===== src/rtl/fifo_sync_flags.sv =====
// Single-clock FIFO with occupancy count, almost-full/empty thresholds,
// synchronous flush, sticky error flags and selectable FWFT read mode.
module fifo_sync_flags #(
  parameter int DSIZE     = 8,
  parameter int ASIZE     = 4,
  parameter int FWFT      = 0,
  parameter int AFULL_TH  = 12,
  parameter int AEMPTY_TH = 2
) (
  input  logic             clk,
  input  logic             rst_n,
  input  logic             winc,
  input  logic [DSIZE-1:0] wdata,
  input  logic             rinc,
  output logic [DSIZE-1:0] rdata,
  input  logic             flush,
  input  logic             err_clr,
  output logic             wfull,
  output logic             rempty,
  output logic             walmost_full,
  output logic             ralmost_empty,
  output logic [ASIZE:0]   count,
  output logic             overflow,
  output logic             underflow
);

  localparam int DEPTH = 1 << ASIZE;
  localparam logic [ASIZE:0] DEPTH_C = (ASIZE+1)'(DEPTH);
  localparam logic [ASIZE:0] AF_C = (ASIZE+1)'(AFULL_TH);
  localparam logic [ASIZE:0] AE_C = (ASIZE+1)'(AEMPTY_TH);

  generate
    if (AFULL_TH < 1 || AFULL_TH > DEPTH) begin : g_bad_af
      $error("AFULL_TH must lie in 1..DEPTH");
    end
    if (AEMPTY_TH < 0 || AEMPTY_TH > DEPTH - 1) begin : g_bad_ae
      $error("AEMPTY_TH must lie in 0..DEPTH-1");
    end
  endgenerate

  logic [DSIZE-1:0] mem_q [DEPTH];
  logic [ASIZE-1:0] wptr_q, wptr_d;
  logic [ASIZE-1:0] rptr_q, rptr_d;
  logic [ASIZE:0]   count_q, count_d;
  logic             ovf_q, ovf_d;
  logic             udf_q, udf_d;
  logic             wr_ok, rd_ok;

  assign wfull         = (count_q == DEPTH_C);
  assign rempty        = (count_q == '0);
  assign walmost_full  = (count_q >= AF_C);
  assign ralmost_empty = (count_q <= AE_C);
  assign count         = count_q;
  assign overflow      = ovf_q;
  assign underflow     = udf_q;

  assign wr_ok = winc && !wfull && !flush;
  assign rd_ok = rinc && !rempty && !flush;

  always_comb begin
    wptr_d  = wptr_q;
    rptr_d  = rptr_q;
    count_d = count_q;
    if (flush) begin
      wptr_d  = '0;
      rptr_d  = '0;
      count_d = '0;
    end else begin
      if (wr_ok) wptr_d = wptr_q + 1'b1;
      if (rd_ok) rptr_d = rptr_q + 1'b1;
      unique case (1'b1)
        (wr_ok && !rd_ok): count_d = count_q + 1'b1;
        (rd_ok && !wr_ok): count_d = count_q - 1'b1;
        default:           count_d = count_q;
      endcase
    end
    // A fresh error beats a clear arriving in the same cycle
    ovf_d = (ovf_q && !err_clr) || (winc && wfull && !flush);
    udf_d = (udf_q && !err_clr) || (rinc && rempty && !flush);
  end

  always_ff @(posedge clk or negedge rst_n) begin
    if (!rst_n) begin
      wptr_q  <= '0;
      rptr_q  <= '0;
      count_q <= '0;
      ovf_q   <= 1'b0;
      udf_q   <= 1'b0;
    end else begin
      wptr_q  <= wptr_d;
      rptr_q  <= rptr_d;
      count_q <= count_d;
      ovf_q   <= ovf_d;
      udf_q   <= udf_d;
    end
  end

  always_ff @(posedge clk) begin
    if (wr_ok) mem_q[wptr_q] <= wdata;
  end

  generate
    if (FWFT != 0) begin : g_fwft
      assign rdata = mem_q[rptr_q];
    end else begin : g_reg
      logic [DSIZE-1:0] rdata_q;
      always_ff @(posedge clk or negedge rst_n) begin
        if (!rst_n)     rdata_q <= '0;
        else if (rd_ok) rdata_q <= mem_q[rptr_q];
      end
      assign rdata = rdata_q;
    end
  endgenerate

endmodule


===== config.mk =====
export PLATFORM = sky130hd
export DESIGN_NAME = fifo_sync_flags
export DESIGN_NICKNAME = d
export VERILOG_FILES = /design/src/rtl/fifo_sync_flags.sv
export SDC_FILE = /design/constraint.sdc
export NUM_CORES = 1
export LEC_CHECK = 0
export BUFFER_PORTS_ARGS = -buffer_cell sky130_fd_sc_hd__buf_4
export CAP_MARGIN = 20
export CORE_MARGIN = 8
export CORE_UTILIZATION = 43
export CTS_CLUSTER_SIZE = 10
export DETAILED_ROUTE_END_ITERATION = 10
export GPL_TIMING_DRIVEN = 0
export HOLD_SLACK_MARGIN = 0.05
export MAX_ROUTING_LAYER = met4
export PLACE_DENSITY = 0.68
export SKIP_CTS_REPAIR_TIMING = 1
export SLEW_MARGIN = 20
export SYNTH_ARGS = -nofsm -noshare
export SYNTH_HDL_FRONTEND = slang
export SYNTH_SLANG_ARGS = --single-unit

===== constraint.sdc =====
create_clock -name clk -period 3.4 [get_ports clk]
set_input_delay 0.34 -clock clk [delete_from_list [all_inputs] [get_ports clk]]
set_output_delay 0.34 -clock clk [all_outputs]
set_load 0.02 [all_outputs]

==> results.txt, run 1 <==
----------------------------------------------------
[Min path]
  Type of the tightest min-delay check ... input port to flop
  Hold Path Origin ... err_clr
  Worst hold path cell count ... 2
  WHS Endpoint ... overflow

[Logic synthesis]
  Syn Area/Cell ... 18.1 um^2
  Number of nets in the synthesized netlist ... 362
  Area share of the largest cell type after synthesis ... 0.624
  Post-synthesis instance area ... 6160 um^2
  EDFF count, synth ... 128
  Sequential fraction of the synthesis area ... 0.718
  Cells after synthesis ... 341
  Most area-consuming cells after synthesis ... sky130_fd_sc_hd__edfxtp_1 62%, sky130_fd_sc_hd__mux4_2 12%, sky130_fd_sc_hd__dfrtp_1 9.3%, sky130_fd_sc_hd__mux2i_1 2.9%, sky130_fd_sc_hd__nor2_1 2.0%
  Fraction of registers with async set/reset ... 0.152
  Most common flop cell mapped by yosys ... sky130_fd_sc_hd__edfxtp_1
  Top cell type by total area after synthesis ... sky130_fd_sc_hd__edfxtp_1
  Yosys warning total ... 0
  Count of unique library cells instantiated by Yosys ... 40
  Flip-flop and latch count after synthesis ... 151

[STA]
  Worst clock skew on the final layout ... 0.00710 ns
  RSZ-0062 raised after global routing ... false
  Worst rel slew slack ... 0.347
  Final hold violations ... 0
  Final min period ... 2.79 ns
  Crit share post-route ... 0.821
  Achievable frequency ... 358 MHz
  Worst Tran Pin Value ... 0.972 ns
  Max Transition Viols Final ... 0
  Setup tns final ... 0 ns
  Final setup vio count ... 0

[Run status]
  Outcome ... finished clean

[Power and ir drop]
  Relative contribution of sequential cells to total power ... 0.412
  Clk network pwr share ... 0.328
  Power per cell area ... 745 nW/um^2
  Pint ... 3.73 mW
  Share of total power consumed by net switching ... 0.305
  VDD IR max ... 0.000366 V
  Reported leakage power ... 2.41 nW
  Switching power summed over all nets ... 1.64 mW
  Power, Total ... 5.36 mW
  Combinational power share ... 0.260

[Critical path]
  Worst reg2reg path endpoint ... count[4]
  Worst setup EP type ... flop
  Arrival time of data at the critical path endpoint ... 3.09 ns
  Reg2reg setup slack ... 0.61 ns
  Critical path start-end classification ... flop to flop
  Start of the worst register-to-register path ... count[2]
  Setup crit start kind ... flop
  Worst Path Max Fanout ... 10
  Required time worst endpoint ... 3.70 ns
  Path depth of the worst reg2reg path ... 9

[Place]
  Quantity of I/O buffers inserted on ports ... 31
  Final HPWL from detailed placement ... 8130 um
  Placer congestion estimate ... 0.821

[Detailed routing]
  First-pass DRT Iterations ... 4
  Remaining DRCs ... 0
  Routed length per instance ... 21.4 um
  Iter 0 DRT Violations ... 242
  Number of nets with antenna violations after detailed routing ... 0
  Routed wire length ... 12500 um
  Per-cell via count in the routed design ... 5.62
  Vias after detailed routing ... 3290

[Final layout]
  Top library cells by usage in the layout, fill and taps aside ... 128 x sky130_fd_sc_hd__edfxtp_1, 32 x sky130_fd_sc_hd__nor2_1, 32 x sky130_fd_sc_hd__buf_4, 32 x sky130_fd_sc_hd__mux4_2, 23 x sky130_fd_sc_hd__dfrtp_1
  Fillcell total ... 1137
  Post-layout utilization of the core ... 0.517
  Number of nets in the layout ... 413
  Antenna fix cells ... 0
  Fraction of layout instances using a drive strength above 1 ... 0.284
  Most common cell after layout, fill and taps aside ... sky130_fd_sc_hd__edfxtp_1
  Synth-to-layout area growth ... 17.0%

[Floorplan]
  Initial Utilization ... 0.442
  Total Die Area ... 18400 um^2
  Number of rows in the core area ... 43
  Vertical extent of the die ... 136 um
  Die width ... 136 um
  Area of the core ... 13900 um^2
  Number of placed I/O pins ... 33

[Clock network]
  Number of levels in the clock H-tree ... 4
  CTS Buf Count ... 17
  CTS Sinks ... 151
  Clock slew seen by the registers of the worst setup and hold paths ... 0.06 ns
  TritonCTS clock tree ... yes
  Clock latency on the worst-skew pair ... 0.42 ns
  CTS max path bufs ... 2
  Clock root buffer ... sky130_fd_sc_hd__clkbuf_16

[Global routing]
  Number of antenna violations at the first check in global routing ... 0
  Via count of the first global-routing pass ... 3284
  First-pass GRT wire length ... 19200 um
  Maximum number of pins on one net before global-route repair ... 24
  Total global routing overflow ... 0
  Total global routing track utilization ... 0.147

[Flow run]
  Max-cap viol count ... 0

----------------------------------------------------
state kept, by name, summed over array words and instances, names as in the netlist:
name and flops:
rdata 8, rptr_q 4, overflow 1, underflow 1, mem_q 128, count 5, wptr_q 4
critical path, cell delays in order, from the launching register on:
cell and delay [ns]:
sky130_fd_sc_hd__dfrtp_1 0.37, sky130_fd_sc_hd__clkbuf_1 0.23, sky130_fd_sc_hd__nor4_4 0.41, sky130_fd_sc_hd__mux2i_2 0.43, sky130_fd_sc_hd__xnor2_1 0.12, sky130_fd_sc_hd__ha_1 0.23, sky130_fd_sc_hd__or3_1 0.31, sky130_fd_sc_hd__a21oi_1 0.16
sky130_fd_sc_hd__mux2i_1 0.11, sky130_fd_sc_hd__a221o_1 0.31
power groups by stage:
stage                     clock, mW  combinational, mW  sequential, mW
after floorplan                   0              0.862            2.32
after global placement            0               1.39            2.25
after detailed placement          0               1.41            2.25
after CTS                      1.77               1.42            2.21
after global routing           1.86               1.51            2.23
final                          1.76               1.39            2.21
cell usage after synthesis, types with 3 or more instances:
cell type and instances:
sky130_fd_sc_hd__edfxtp_1 128, sky130_fd_sc_hd__nand2_1 14, sky130_fd_sc_hd__mux4_2 32, sky130_fd_sc_hd__inv_1 6, sky130_fd_sc_hd__ha_1 7, sky130_fd_sc_hd__xor2_1 5, sky130_fd_sc_hd__nand2b_1 5, sky130_fd_sc_hd__clkbuf_1 10
sky130_fd_sc_hd__buf_2 7, sky130_fd_sc_hd__dfrtp_1 23, sky130_fd_sc_hd__a221oi_1 8, sky130_fd_sc_hd__o21ai_0 3, sky130_fd_sc_hd__nor3_1 5, sky130_fd_sc_hd__nor2_1 32, sky130_fd_sc_hd__xnor2_1 3, sky130_fd_sc_hd__mux2i_1 18
sky130_fd_sc_hd__a21oi_1 4, sky130_fd_sc_hd__nand3_1 3
layout make-up:
type                            count  area, um^2  area share
Sequential cell                   151        4420       0.614
Inverter                            7        26.3     0.00365
Timing Repair Buffer               32         243      0.0337
Tap cell                          180         225      0.0313
Buffer                             18        80.1      0.0111
Clock inverter                     13         114      0.0158
Clock buffer                       19         443      0.0615
Multi-Input combinational cell    165        1650       0.229
how the worst max path moves through the flow:
stage / startpoint / endpoint / cells past startpoint
3_5_place_dp: count[2] / count[4] / 9
2_1_floorplan: count[2] / count[4] / 9
3_3_place_gp: count[2] / mem_q[0][4] / 7
5_1_grt: count[2] / count[4] / 10
4_1_cts: count[2] / count[4] / 9
6_report: count[2] / count[4] / 9
per-stage QoR:
step           setup slack (ns)  hold WS, ns  instance area [um^2]  instances
5_1_grt                   0.386        0.114                  7200        585
3_3_place_gp              0.515        0.252                  6620        552
3_5_place_dp              0.619        0.254                  6640        552
4_1_cts                   0.593       -0.187                  7190        584
6_report                  0.607        0.115                  7200        585
2_1_floorplan             0.790       0.0444                  6160        341
layer usage:
| layer | GRT usage | routed length, um |
|---|---|---|
| met1 | 0.193 | 5500 |
| met2 | 0.215 | 5960 |
| met3 | 0.0367 | 836 |
| met4 | 0.0574 | 206 |
| met5 | - | 0 |
cell families (layout without fill, tap and decap cells):
kind of cell,after synthesis,count (layout),share of synthesized area
flip-flops,151,151,0.718
buffers and inverters,25,89,0.0173
AND/OR/NAND/NOR,72,72,0.0563
XOR/XNOR,8,8,0.0114
multiplexers,53,53,0.152
AO/OA/AOI/OAI,25,25,0.0309
adder cells (fa/ha/maj),7,7,0.0142
(Power assumes the default switching activity.)
==> run 2: changes to the inputs <==
--- a/config.mk
+++ b/config.mk
@@ -14,7 +14,7 @@
 export GPL_TIMING_DRIVEN = 0
 export HOLD_SLACK_MARGIN = 0.05
 export MAX_ROUTING_LAYER = met4
-export PLACE_DENSITY = 0.68
+export PLACE_DENSITY = 0.71
 export SKIP_CTS_REPAIR_TIMING = 1
 export SLEW_MARGIN = 20
 export SYNTH_ARGS = -nofsm -noshare
==> constraint.sdc (replaced) <==
create_clock -name clk -period 2.3 [get_ports clk]
set_input_delay 0.23 -clock clk [delete_from_list [all_inputs] [get_ports clk]]
set_output_delay 0.23 -clock clk [all_outputs]
set_load 0.02 [all_outputs]
==> run 2 against run 1 <==
  * The flow now finishes with violations (setup timing)
  * Utilization grew 2.7 points
  * Register-to-register slack lost 0.85 ns
  * Wire length grew 5.8%
  * Global-route usage shrank 0.14 points
  * Critical path depth is the same
  * Maximum frequency grew 9.8%
  * Combinational power grew 61%
  * Clock skew grew 0.00096 ns
  * Final cell count grew 2.2%
  * Largest cell class unchanged
==> results.txt, run 2 (synthesis results as in run 1) <==
----------------------------------------------------
[Power and ir drop]
  Clk network pwr share ... 0.337
  VDD IR max ... 0.000694 V
  Reported leakage power ... 2.52 nW
  Pint ... 5.90 mW
  Share of total power consumed by net switching ... 0.293
  Relative contribution of sequential cells to total power ... 0.395
  Combinational power share ... 0.269
  Power per cell area ... 1100 nW/um^2
  Switching power summed over all nets ... 2.44 mW

[Floorplan]
  Area of the core ... 13900 um^2
  Number of rows in the core area ... 43
  Vertical extent of the die ... 136 um
  Number of placed I/O pins ... 33
  Initial Utilization ... 0.442
  Total Die Area ... 18400 um^2
  Die width ... 136 um

[Critical path]
  Family with the most delay on the worst path ... simple AND/OR/NAND/NOR gates
  Path depth of the worst reg2reg path ... 9
  Setup crit start kind ... flop
  Buffering stage count on the worst path with inverters included ... 0
  Worst Path Max Fanout ... 8
  Worst reg2reg path endpoint ... count[4]
  Reg2reg setup slack ... -0.24 ns
  Worst-path cell chain ... nor4_4 -> mux2i_4 -> xnor2_2 -> ha_4 -> or3_1 -> a21oi_1 -> mux2i_1 -> nor4_1 -> a221o_1
  Largest incremental delay on the critical path ... 0.49 ns
  Arrival time of data at the critical path endpoint ... 2.90 ns
  Slowest library cell on the worst path ... sky130_fd_sc_hd__dfrtp_2
  Start of the worst register-to-register path ... count[0]
  Worst setup EP type ... flop
  Required time worst endpoint ... 2.66 ns
  Critical path start-end classification ... flop to flop

[Clock network]
  TritonCTS clock tree ... yes
  CTS Sinks ... 151
  Clock slew seen by the registers of the worst setup and hold paths ... 0.06 ns
  Number of levels in the clock H-tree ... 4
  Clock root buffer ... sky130_fd_sc_hd__clkbuf_16
  CTS max path bufs ... 2
  Clock latency on the worst-skew pair ... 0.42 ns
  CTS Buf Count ... 17

[Run status]
  Outcome ... complete, but fails checks
  Violated checks ... setup timing

[STA]
  Final min period ... 2.54 ns
  Worst rel slew slack ... 0.318
  Crit share post-route ... 1.11
  Final setup vio count ... 2
  Worst-case setup margin in the final layout ... -0.243 ns
  Achievable frequency ... 393 MHz
  Max Transition Viols Final ... 0
  Worst Tran Pin Value ... 1.02 ns
  RSZ-0062 raised after global routing ... true
  Final hold violations ... 0
  Worst clock skew on the final layout ... 0.00806 ns

[Min path]
  Hold Path Origin ... wdata[6]
  Worst hold path cell count ... 1
  WHS Endpoint ... mem_q[7][6]
  Type of the tightest min-delay check ... input port to flop

[Global routing]
  Maximum number of pins on one net before global-route repair ... 24
  First-pass GRT wire length ... 18800 um
  Total global routing overflow ... 0
  Number of antenna violations at the first check in global routing ... 0
  Via count of the first global-routing pass ... 3316
  Total global routing track utilization ... 0.146

[Detailed routing]
  Remaining DRCs ... 0
  Vias after detailed routing ... 3338
  Per-cell via count in the routed design ... 5.58
  Routed length per instance ... 22.1 um
  Iter 0 DRT Violations ... 273
  Number of nets with antenna violations after detailed routing ... 0
  First-pass DRT Iterations ... 5
  Routed wire length ... 13200 um

[Final layout]
  Post-route design area ... 7580 um^2
  Fillcell total ... 1026
  Antenna fix cells ... 0
  Max FFs per register ... 128
  FF/Latch Area ... 4420 um^2
  Register with the highest flop count ... mem_q
  Most common cell after layout, fill and taps aside ... sky130_fd_sc_hd__edfxtp_1
  Number of nets in the layout ... 426
  Combined area of the multi-input logic cells ... 1810 um^2
  Top library cells by usage in the layout, fill and taps aside ... 128 x sky130_fd_sc_hd__edfxtp_1, 40 x sky130_fd_sc_hd__buf_4, 32 x sky130_fd_sc_hd__mux4_2
  Synth-to-layout area growth ... 23.1%
  Fraction of layout instances using a drive strength above 1 ... 0.359

[Place]
  Area of placed instances ... 6650 um^2
  Quantity of I/O buffers inserted on ports ... 31
  Placer congestion estimate ... 0.829
  Setup slack after placement ... -0.433 ns
  Final HPWL from detailed placement ... 8040 um

[Flow run]
  Max-cap viol count ... 0

----------------------------------------------------
[run 2: cell types whose count changed in the layout (fill, tap and decap cells not counted), moves of 4 or more]
cell | before | now
sky130_fd_sc_hd__buf_4 | 32 | 40
sky130_fd_sc_hd__nor2_1 | 32 | 18
sky130_fd_sc_hd__clkbuf_1 | 11 | 6
sky130_fd_sc_hd__nor3_4 | 0 | 4
sky130_fd_sc_hd__buf_12 | 0 | 5
sky130_fd_sc_hd__nor3_2 | 4 | 0
sky130_fd_sc_hd__nor2_4 | 0 | 12
[run 2: power groups by stage]
stage               logic [mW]  registers (mW)  clock network (mW)
floorplan                 1.28            3.44                   0
global placement          2.04            3.32                   0
detailed placement        2.08            3.34                   0
CTS                       2.10            3.28                2.83
global route              2.40            3.31                2.96
finish                    2.24            3.29                2.81
[run 2: how the worst max path moves through the flow]
stage               startpoint  endpoint  slack [ns]  cells past startpoint
global placement      count[2]  count[4]       -0.39                      9
detailed placement    count[0]  count[4]       -0.43                      8
global route          count[1]  count[4]       -0.37                      9
finish                count[0]  count[4]       -0.24                      9
CTS                   count[0]  count[4]       -0.46                      8
floorplan             count[2]  count[4]       -0.28                      9
[run 2: worst register-to-register path, stage by stage, from the launching register on]
cell,delay [ns]
sky130_fd_sc_hd__dfrtp_2,0.49
sky130_fd_sc_hd__nor4_4,0.34
sky130_fd_sc_hd__mux2i_4,0.37
sky130_fd_sc_hd__xnor2_2,0.12
sky130_fd_sc_hd__ha_4,0.19
sky130_fd_sc_hd__or3_1,0.30
sky130_fd_sc_hd__a21oi_1,0.15
sky130_fd_sc_hd__mux2i_1,0.11
sky130_fd_sc_hd__nor4_1,0.28
sky130_fd_sc_hd__a221o_1,0.14
[run 2: stage by stage]
stage	instances	hold WS [ns]	utilization	setup TNS, ns	power (mW)
CTS	584	-0.297	0.520	-9.35	8.21
global placement	552	0.140	0.476	-11.23	5.36
global route	598	0.121	0.544	-1.83	8.67
finish	598	0.128	0.544	-0.280	8.34
detailed placement	552	0.147	0.477	-6.59	5.42
floorplan	341	-0.0656	-	-0.361	4.72
[run 2: cell type report]
class / count / area share
buffer: 17 / 0.0109
clock buffer: 17 / 0.0561
clock inverter: 15 / 0.0234
inverter: 7 / 0.00347
multi-input combinational: 165 / 0.238
sequential: 151 / 0.584
tap: 180 / 0.0297
timing repair buffer: 46 / 0.0545
[run 2: metal layers]
layer	up-vias	share of wire	track usage
met2	134	0.51	0.227
met3	21	0.071	0.0308
met5	-	0	-
met1	1710	0.39	0.178
li1	1473	-	-
met4	0	0.022	0.0697
